File: src/rtl/stack_arbiter.sv
// stack_arbiter: shares a DEPTH-level stack between two requesters (req0 = CALL/RET,
// req1 = interrupt save/restore). One transfer per IDLE slot, registered stack strobes,
// occupancy tracking with overflow/underflow blocking and sticky error flags.
// Build option: STACK_ARB_FIXED_PRIO_EN selects fixed priority (req1 wins) instead
// of round-robin arbitration.
module stack_arbiter #(
  parameter int DW    = 18,
  parameter int DEPTH = 4,
  parameter int CW    = 3
) (
  input  logic          clk,
  input  logic          rst,
  input  logic          r0_vld,
  input  logic          r0_pop,
  input  logic [DW-1:0] r0_wdata,
  output logic          r0_rdy,
  input  logic          r1_vld,
  input  logic          r1_pop,
  input  logic [DW-1:0] r1_wdata,
  output logic          r1_rdy,
  output logic          rd_vld,
  output logic          rd_id,
  output logic [DW-1:0] rd_data,
  output logic          rd_err,
  output logic          stk_we,
  output logic          stk_re,
  output logic [DW-1:0] stk_din,
  input  logic [DW-1:0] stk_dout,
  output logic [CW-1:0] depth,
  output logic          full,
  output logic          empty,
  output logic          err_ovf,
  output logic          err_unf,
  input  logic          err_clr
);

  localparam logic [CW-1:0] DEPTH_C = CW'(DEPTH);
  localparam logic [CW-1:0] ONE_C   = CW'(1);

  typedef enum logic [1:0] {
    S_IDLE,
    S_PUSH,
    S_POP,
    S_POP_WAIT
  } state_e;

  state_e        state_q, state_d;

  logic          stk_we_q, stk_we_d;
  logic          stk_re_q, stk_re_d;
  logic [DW-1:0] stk_din_q, stk_din_d;
  logic          rd_vld_q, rd_vld_d;
  logic          rd_id_q, rd_id_d;
  logic [DW-1:0] rd_data_q, rd_data_d;
  logic          rd_err_q, rd_err_d;
  logic [CW-1:0] depth_q, depth_d;
  logic          err_ovf_q, err_ovf_d;
  logic          err_unf_q, err_unf_d;
  logic          own_q, own_d;

  // Grant decode results
  logic          gnt_vld;
  logic          gnt_id;
  logic          gnt_pop;
  logic [DW-1:0] gnt_wdata;
  logic          push_ok;
  logic          push_ovf;
  logic          pop_ok;
  logic          pop_unf;
  logic          is_full;
  logic          is_empty;

`ifndef STACK_ARB_FIXED_PRIO_EN
  // Round-robin pointer: requester preferred when both are valid
  logic          prio_q, prio_d;
`endif

  // State register
  always_ff @(posedge clk or negedge rst) begin
    if (!rst) begin
      state_q <= S_IDLE;
    end else begin
      state_q <= state_d;
    end
  end

  // Next-state logic: legal transfers leave IDLE, rejected ones keep the slot free
  always_comb begin
    state_d = state_q;
    unique case (state_q)
      S_IDLE: begin
        if (push_ok) begin
          state_d = S_PUSH;
        end else if (pop_ok) begin
          state_d = S_POP;
        end
      end
      S_PUSH:     state_d = S_IDLE;
      S_POP:      state_d = S_POP_WAIT;
      S_POP_WAIT: state_d = S_IDLE;
      default:    state_d = S_IDLE;
    endcase
  end

  // Output logic: arbitration, handshake and legality of the granted request
  always_comb begin
    gnt_vld = 1'b0;
    gnt_id  = 1'b0;
    if (rst && (state_q == S_IDLE)) begin
`ifdef STACK_ARB_FIXED_PRIO_EN
      if (r1_vld) begin
        gnt_vld = 1'b1;
        gnt_id  = 1'b1;
      end else if (r0_vld) begin
        gnt_vld = 1'b1;
        gnt_id  = 1'b0;
      end
`else
      if (r0_vld && r1_vld) begin
        gnt_vld = 1'b1;
        gnt_id  = prio_q;
      end else if (r0_vld) begin
        gnt_vld = 1'b1;
        gnt_id  = 1'b0;
      end else if (r1_vld) begin
        gnt_vld = 1'b1;
        gnt_id  = 1'b1;
      end
`endif
    end
    r0_rdy    = gnt_vld & ~gnt_id;
    r1_rdy    = gnt_vld &  gnt_id;
    gnt_pop   = gnt_id ? r1_pop   : r0_pop;
    gnt_wdata = gnt_id ? r1_wdata : r0_wdata;
    is_full   = (depth_q == DEPTH_C);
    is_empty  = (depth_q == '0);
    push_ok   = gnt_vld & ~gnt_pop & ~is_full;
    push_ovf  = gnt_vld & ~gnt_pop &  is_full;
    pop_ok    = gnt_vld &  gnt_pop & ~is_empty;
    pop_unf   = gnt_vld &  gnt_pop &  is_empty;
  end

  // Datapath next-state: strobes, occupancy, pop results and sticky errors
  always_comb begin
    stk_we_d  = push_ok;
    stk_re_d  = pop_ok;
    stk_din_d = push_ok ? gnt_wdata : stk_din_q;

    depth_d = depth_q;
    if (push_ok) begin
      depth_d = depth_q + ONE_C;
    end else if (pop_ok) begin
      depth_d = depth_q - ONE_C;
    end

    own_d = pop_ok ? gnt_id : own_q;

    rd_vld_d  = 1'b0;
    rd_err_d  = 1'b0;
    rd_id_d   = rd_id_q;
    rd_data_d = rd_data_q;
    if (pop_unf) begin
      // Rejected pop is answered immediately with a zero word flagged as error
      rd_vld_d  = 1'b1;
      rd_err_d  = 1'b1;
      rd_id_d   = gnt_id;
      rd_data_d = '0;
    end else if (state_q == S_POP_WAIT) begin
      rd_vld_d  = 1'b1;
      rd_id_d   = own_q;
      rd_data_d = stk_dout;
    end

    // A new error in the clear cycle keeps the flag set
    err_ovf_d = (err_ovf_q & ~err_clr) | push_ovf;
    err_unf_d = (err_unf_q & ~err_clr) | pop_unf;
  end

  // Datapath registers
  always_ff @(posedge clk or negedge rst) begin
    if (!rst) begin
      stk_we_q  <= 1'b0;
      stk_re_q  <= 1'b0;
      stk_din_q <= '0;
      rd_vld_q  <= 1'b0;
      rd_id_q   <= 1'b0;
      rd_data_q <= '0;
      rd_err_q  <= 1'b0;
      depth_q   <= '0;
      err_ovf_q <= 1'b0;
      err_unf_q <= 1'b0;
      own_q     <= 1'b0;
    end else begin
      stk_we_q  <= stk_we_d;
      stk_re_q  <= stk_re_d;
      stk_din_q <= stk_din_d;
      rd_vld_q  <= rd_vld_d;
      rd_id_q   <= rd_id_d;
      rd_data_q <= rd_data_d;
      rd_err_q  <= rd_err_d;
      depth_q   <= depth_d;
      err_ovf_q <= err_ovf_d;
      err_unf_q <= err_unf_d;
      own_q     <= own_d;
    end
  end

`ifndef STACK_ARB_FIXED_PRIO_EN
  // Round-robin pointer: after any grant, prefer the other requester
  always_comb begin
    prio_d = gnt_vld ? ~gnt_id : prio_q;
  end

  // Round-robin pointer register, starts preferring req0
  always_ff @(posedge clk or negedge rst) begin
    if (!rst) begin
      prio_q <= 1'b0;
    end else begin
      prio_q <= prio_d;
    end
  end
`endif

  assign stk_we  = stk_we_q;
  assign stk_re  = stk_re_q;
  assign stk_din = stk_din_q;
  assign rd_vld  = rd_vld_q;
  assign rd_id   = rd_id_q;
  assign rd_data = rd_data_q;
  assign rd_err  = rd_err_q;
  assign depth   = depth_q;
  assign full    = is_full;
  assign empty   = is_empty;
  assign err_ovf = err_ovf_q;
  assign err_unf = err_unf_q;

endmodule
File: config.mk
export PLATFORM = sky130hd
export DESIGN_NAME = stack_arbiter
export DESIGN_NICKNAME = d
export VERILOG_FILES = /design/src/rtl/stack_arbiter.sv
export SDC_FILE = /design/constraint.sdc
export NUM_CORES = 1
export LEC_CHECK = 0
export CAP_MARGIN = 20
export CORE_MARGIN = 2
export CORE_UTILIZATION = 30
export CTS_CLUSTER_DIAMETER = 120
export CTS_CLUSTER_SIZE = 20
export DETAILED_ROUTE_END_ITERATION = 8
export DONT_BUFFER_PORTS = 1
export SKIP_CTS_REPAIR_TIMING = 1
export SLEW_MARGIN = 20
export SYNTH_ARGS = -nofsm -noshare
export SYNTH_HDL_FRONTEND = slang
export SYNTH_SLANG_ARGS = --single-unit
File: constraint.sdc
create_clock -name clk -period 3.45 [get_ports clk]
set_clock_uncertainty 0.15 [all_clocks]
set_input_delay 0.345 -clock clk [delete_from_list [all_inputs] [get_ports clk]]
set_output_delay 0.345 -clock clk [all_outputs]
set_load 0.005 [all_outputs]
==> flow_metrics.tcl, run 1 <==
set metrics [dict create \
    maxCapViolations 0 \
    criticalPathCategory "reg2reg" \
    nNetsFinal 286 \
    r2r_slack_ns 1.19 \
    ant_nets 0 \
    vdd_ir_drop_max_mv 0.297 \
    synth_fa_ha_area_share_pct 0.561 \
    synth_area_mm2 0.00223 \
    synth_warnings 0 \
    place.gp.congestion 0.688 \
    coreArea_mm2 0.00721 \
    max_freq_mhz 443 \
    start_util_pct 30.9 \
    stdcell_area_mm2 0.00245 \
    relSlewSlack_pct 51.4 \
    die_h_um 90.2 \
    r2r_start "state_q[0]$_DFFE_PN0P_" \
    powerDensity_mw_per_mm2 764 \
    arrival_ns 2.32 \
    diodes 0 \
    synth_seq_cells 50 \
    synth_compound_area_share_pct 13.3 \
    io_pins 111 \
    numCtsBuffers 5 \
    fp-row-count 31 \
    clock_latency_ns 0.29 \
    track_usage_pct 12.4 \
    status "finished clean" \
    syn_inst 222 \
    reg2reg_depth 9 \
    synth-edff-count 0 \
    syn_area_per_cell_um2 10.0 \
    htree_levels 2 \
    firstDrtPassIters 4 \
    synthMuxAreaShare_pct 9.20 \
    overflow 0 \
    place_area_mm2 0.00232 \
    syn_nets 284 \
    r2r-end "depth[2]$_DFFE_PN0P_" \
    syn2layout_area_growth_pct 9.98 \
    power.total_mw 1.87 \
    io_buffers 0 \
    drive_gt1_share_pct 7.14 \
    ys.flop_type "dfrtp_1" \
    wl_per_cell_um 14.6 \
    crit_end "depth[2]$_DFFE_PN0P_" \
    synth_top_family_by_area "simple AND/OR/NAND/NOR gates" \
    root_buffer "clkbuf_8" \
    cp.required_ns 3.52 \
    yosys.area_share.simple_pct 15.9 \
    setup_tns_ns 0 \
    grt_pass1_wl_mm 8.18 \
    hold_class "in2reg" \
    path_buf_inv 1 \
    cpMaxStageDelayCell "dfrtp_1" \
    die_area_mm2 0.00814 \
    fin_crit_ns 2.26 \
    grt_pass1_vias 1646 \
    routed_wl_mm 4.71 \
    first_iter_violations 112 \
    worstMarginPinSlew_ns 0.729 \
    cts.sinks 50 \
    grt_max_degree 52 \
    ys_async_sr_fraction_pct 100 \
    clk_pin_slew_ns 0.09 \
    drc 0 \
    rsz0062_at_grt "false" \
    path_cells "nor3b_4 -> nand4b_1 -> a21o_1 -> inv_6 -> xnor2_1 -> ha_1 -> nor4b_1 -> a21oi_1 -> o211ai_1" \
    vias 1541 \
    viasPerCell 4.77 \
    cp-end-kind "register" \
    hold_viol_final 0 \
    cts_tree "yes" \
    period_share_pct 65.4 \
    drv_slew 0 \
    crit_family "simple AND/OR/NAND/NOR gates" \
    p_leak_nw 1.20 \
    synth_xor_area_share_pct 0.785 \
    setup_viol 0 \
    startpoint_type "register" \
    cp_max_fo 6 \
    post-dp-hpwl_mm 3.38 \
    antenna_found_initial 0 \
    die_w_um 90.2 \
    slowest_delay_ns 0.45 \
    seq_area_frac_synth_pct 56.1 \
    critPathLaunch "state_q[0]$_DFFE_PN0P_" \
    clockBufferDepth 2 \
    synth_cell_types 33 \
    cp.depth 9 \
]
[layout by cell type, fill, tap and decap left out]
master and instances:
nand2_1 57, dfrtp_1 50, o21ai_0 22, a21oi_1 20
mux2i_1 19, inv_1 6, clkbuf_8 5, nand3_1 4
nor2_1 4, a21o_1 3, dlygate4sd3_1 3, buf_4 3
nand2b_1 2, nor3_1 2, nand4b_1 2, xnor2_1 2
clkbuf_1 2, or3_1 1, nor3b_4 1, nor3_2 1
inv_6 1, a21bo_2 1, a211oi_4 1, o2111ai_1 1
and3_1 1, and2_1 1, a32oi_1 1, a2bb2oi_1 1
nand3b_1 1, nor4b_1 1, o211ai_1 1, nor2_2 1
mux2_4 1, ha_1 1, buf_16 1
[sequential cells by signal, summed over array words and instances (netlist names)]
| signal | flops |
|---|---|
| depth | 3 |
| err_ovf | 1 |
| err_unf | 1 |
| own_q | 1 |
| prio_q | 1 |
| rd_data | 18 |
| rd_err | 1 |
| rd_id | 1 |
| rd_vld | 1 |
| state_q | 2 |
| stk_din | 18 |
| stk_re | 1 |
| stk_we | 1 |
[through the flow]
step	setup slack, ns	hold slack (ns)	cells	util [%]
final	1.19	0.0200	323	34.0
after global routing	0.986	0.00755	323	34.0
after CTS	1.17	-0.434	319	33.2
after detailed placement	1.20	-0.0994	312	32.2
after global placement	1.29	-0.0993	312	32.2
after floorplan	1.32	-0.101	222	-
[cells in the mapped netlist (2+ instances only)]
master,n,share of area [%]
nand2_1,57,9.6
dfrtp_1,50,56
o21ai_0,22,4.9
a21oi_1,20,4.5
mux2i_1,19,8.5
inv_1,6,1.0
buf_2,5,1.1
clkbuf_1,5,0.84
nand3_1,4,0.90
nor2_1,4,0.67
a21o_1,3,1.0
nor3_1,3,0.67
nand2b_1,2,0.56
nand4b_1,2,0.79
xnor2_1,2,0.79
[per-layer routing]
layer / wire length (µm) / share of wire (%) / GRT usage (%)
met5: 0 / 0 / 0
met1: 1930 / 41 / 14.8
met4: 44 / 0.93 / 3.08
met2: 2350 / 50 / 20.6
met3: 394 / 8.4 / 5.28
[how the worst min path moves through the flow]
| stage | to | start | cells after the start | slack (ns) |
|---|---|---|---|---|
| 2_1_floorplan | depth[0]$_DFFE_PN0P_ | rst | 0 | -0.10 |
| 3_3_place_gp | rd_data[2]$_DFFE_PN0P_ | rst | 0 | -0.1 |
| 3_5_place_dp | rd_data[2]$_DFFE_PN0P_ | rst | 0 | -0.1 |
| 4_1_cts | prio_q$_DFFE_PN0P_ | rst | 0 | -0.43 |
| 5_1_grt | rd_data[8]$_DFFE_PN0P_ | stk_dout[8] | 2 | 0.008 |
| 6_report | rd_data[17]$_DFFE_PN0P_ | stk_dout[17] | 2 | 0.02 |
[layout make-up]
cell class	instances	area [µm²]
sequential	50	1250
fill	752	4760
clock buffer	7	76.3
multi-input combinational	153	891
inverter	7	31.3
tap	99	124
timing repair buffer	7	80.1
[cell families after synthesis]
group | Yosys count
simple gates | 79
mux | 20
xor+xnor | 2
fa+ha+maj | 1
buf+inv | 19
compound gates | 51
flops | 50
[report_power, final]
group | switching [mW] | leakage [nW] | total, mW | internal (mW)
Combinational | 0.277 | 0.532 | 0.504 | 0.226
Clock | 0.181 | 0.0383 | 0.321 | 0.140
Sequential | 0.214 | 0.632 | 1.05 | 0.836
No activity file was read; power rests on OpenSTA's default activity.
==> run 2, diff against run 1 <==
==> constraint.sdc (replaced) <==
create_clock -name clk -period 1.9 [get_ports clk]
set_clock_uncertainty 0.15 [all_clocks]
set_input_delay 0.19 -clock clk [delete_from_list [all_inputs] [get_ports clk]]
set_output_delay 0.19 -clock clk [all_outputs]
set_load 0.005 [all_outputs]
==> run 2 against run 1 <==
Utilization rose by 11 points; total power rose by 110%; the run now ends with hold timing, setup timing left; worst setup slack got worse by 1.3 ns; register-to-register slack got worse by 1.3 ns; critical path depth did not move; critical path type unchanged.
==> flow_metrics.tcl, run 2 (synthesized netlist as in run 1, its figures left out) <==
set metrics [dict create \
    cp.required_ns 1.92 \
    dp_slack_ns -0.175 \
    grt_max_degree 52 \
    grt_pass1_wl_mm 7.99 \
    hold_viol_final 5 \
    final_common_cell "nand2_1" \
    drv_slew 0 \
    startpoint_type "register" \
    io_pins 111 \
    diodes 0 \
    die_area_mm2 0.00814 \
    violations "hold timing, setup timing" \
    wl_per_cell_um 14.8 \
    rsz0062_at_grt "true" \
    switching_share_pct 34.0 \
    cts.sinks 50 \
    p_int_mw 2.66 \
    path_cells "nor3b_4 -> nand4b_1 -> a21o_1 -> clkinv_4 -> xnor2_4 -> ha_4 -> nor4b_4 -> a21oi_1 -> o211ai_1" \
    setup_slack_ns -0.124 \
    vdd_ir_drop_max_mv 0.672 \
    clockBufferDepth 2 \
    overflow 0 \
    cp_max_fo 4 \
    max_freq_mhz 494 \
    antenna_found_initial 0 \
    maxCapViolations 0 \
    die_h_um 90.2 \
    r2r_slack_ns -0.12 \
    die_w_um 90.2 \
    setup_viol 5 \
    switchingPower_mw 1.37 \
    cts_tree "yes" \
    cp-end-kind "register" \
    syn2layout_area_growth_pct 44.2 \
    worstMarginPinSlew_ns 0.724 \
    relSlewSlack_pct 51.7 \
    track_usage_pct 12.1 \
    post-dp-hpwl_mm 3.50 \
    root_buffer "clkbuf_8" \
    firstDrtPassIters 4 \
    coreArea_mm2 0.00721 \
    postLayoutCoreUtil_pct 44.6 \
    drive_gt1_share_pct 15.1 \
    hold_class "in2reg" \
    slowest_delay_ns 0.42 \
    period_share_pct 107 \
    routed_wl_mm 5.80 \
    cpMaxStageDelayCell "dfrtp_1" \
    p_leak_nw 1.55 \
    nNetsFinal 354 \
    grt_pass1_vias 1656 \
    start_util_pct 30.9 \
    criticalPathCategory "reg2reg" \
    p_clk_share_pct 18.6 \
    drc 0 \
    fin_crit_ns 2.02 \
    io_buffers 0 \
    seq_power_share_pct 46.9 \
    vias 1845 \
    combinationalPowerShare_pct 34.5 \
    arrival_ns 2.04 \
    clock_latency_ns 0.29 \
    place_area_mm2 0.00247 \
    status "finished, violations left" \
    place.gp.congestion 0.796 \
    stdcell_area_mm2 0.00322 \
    n_fill_cell 703 \
    viasPerCell 4.72 \
    setup_tns_ns -0.333 \
    first_iter_violations 72 \
    numCtsBuffers 5 \
    htree_levels 2 \
    whs_ns -0.0487 \
    final-seq-area_mm2 0.00125 \
    powerDensity_mw_per_mm2 1250 \
    most-common-layout-cells "nand2_1, dfrtp_1, dlygate4sd3_1, buf_4, a21oi_1" \
    clk_pin_slew_ns 0.09 \
    ant_nets 0 \
    fp-row-count 31 \
    multi_input_area_um2 961 \
]
-- run 2: worst max-delay path, delay by kind of cell, from the launching register on --
family                     cells  cell delay [ns]
and+or+nand+nor                3             0.53
buffers and inverters          1             0.07
AOI/OAI and AO/OA              3             0.48
adders and majority gates      1             0.17
DFF                            1             0.42
xor gates and xnor gates       1             0.07
-- run 2: final timing paths --
| check | from | end | cells past startpoint |
|---|---|---|---|
| max in group asynchronous | rst | state_q[0]$_DFFE_PN0P_ | 2 |
| min in group asynchronous | rst | rd_data[8]$_DFFE_PN0P_ | 2 |
| hold / removal | r1_wdata[8] | stk_din[8]$_DFFE_PN0P_ | 2 |
| setup / recovery | state_q[0]$_DFFE_PN0P_ | depth[2]$_DFFE_PN0P_ | 9 |
| setup reg to reg | state_q[0]$_DFFE_PN0P_ | depth[2]$_DFFE_PN0P_ | 9 |
| hold reg to reg | prio_q$_DFFE_PN0P_ | prio_q$_DFFE_PN0P_ | 1 |
-- run 2: area by class of cell --
class	count	share of cell area [%]
flip-flops and latches	50	38.9
clock inverters	1	0.933
inverters	7	0.972
well taps	99	3.85
repair buffers	75	22.9
multi-input cells	153	29.9
clock buffers	6	2.57
-- run 2: routing by layer --
metal	up-vias	part of all wire, %	track usage, %
met4	0	0.59	3.21
met5	-	0	0
met1	878	39	14.5
met3	4	7.4	4.44
li1	888	-	-
met2	75	53	20.4
-- run 2: power by group through the flow --
stage	logic [mW]	registers [mW]	clock network, mW
after floorplan	0.785	1.83	0
after global placement	1.10	1.89	0
after detailed placement	1.14	1.90	0
after CTS	1.14	1.88	0.789
after global routing	1.59	1.93	0.832
final	1.39	1.89	0.749
-- run 2: metrics by stage --
step	cells	power, mW
4_1_cts	337	3.81
3_3_place_gp	330	2.98
3_5_place_dp	330	3.04
5_1_grt	391	4.35
2_1_floorplan	222	2.62
6_report	391	4.03
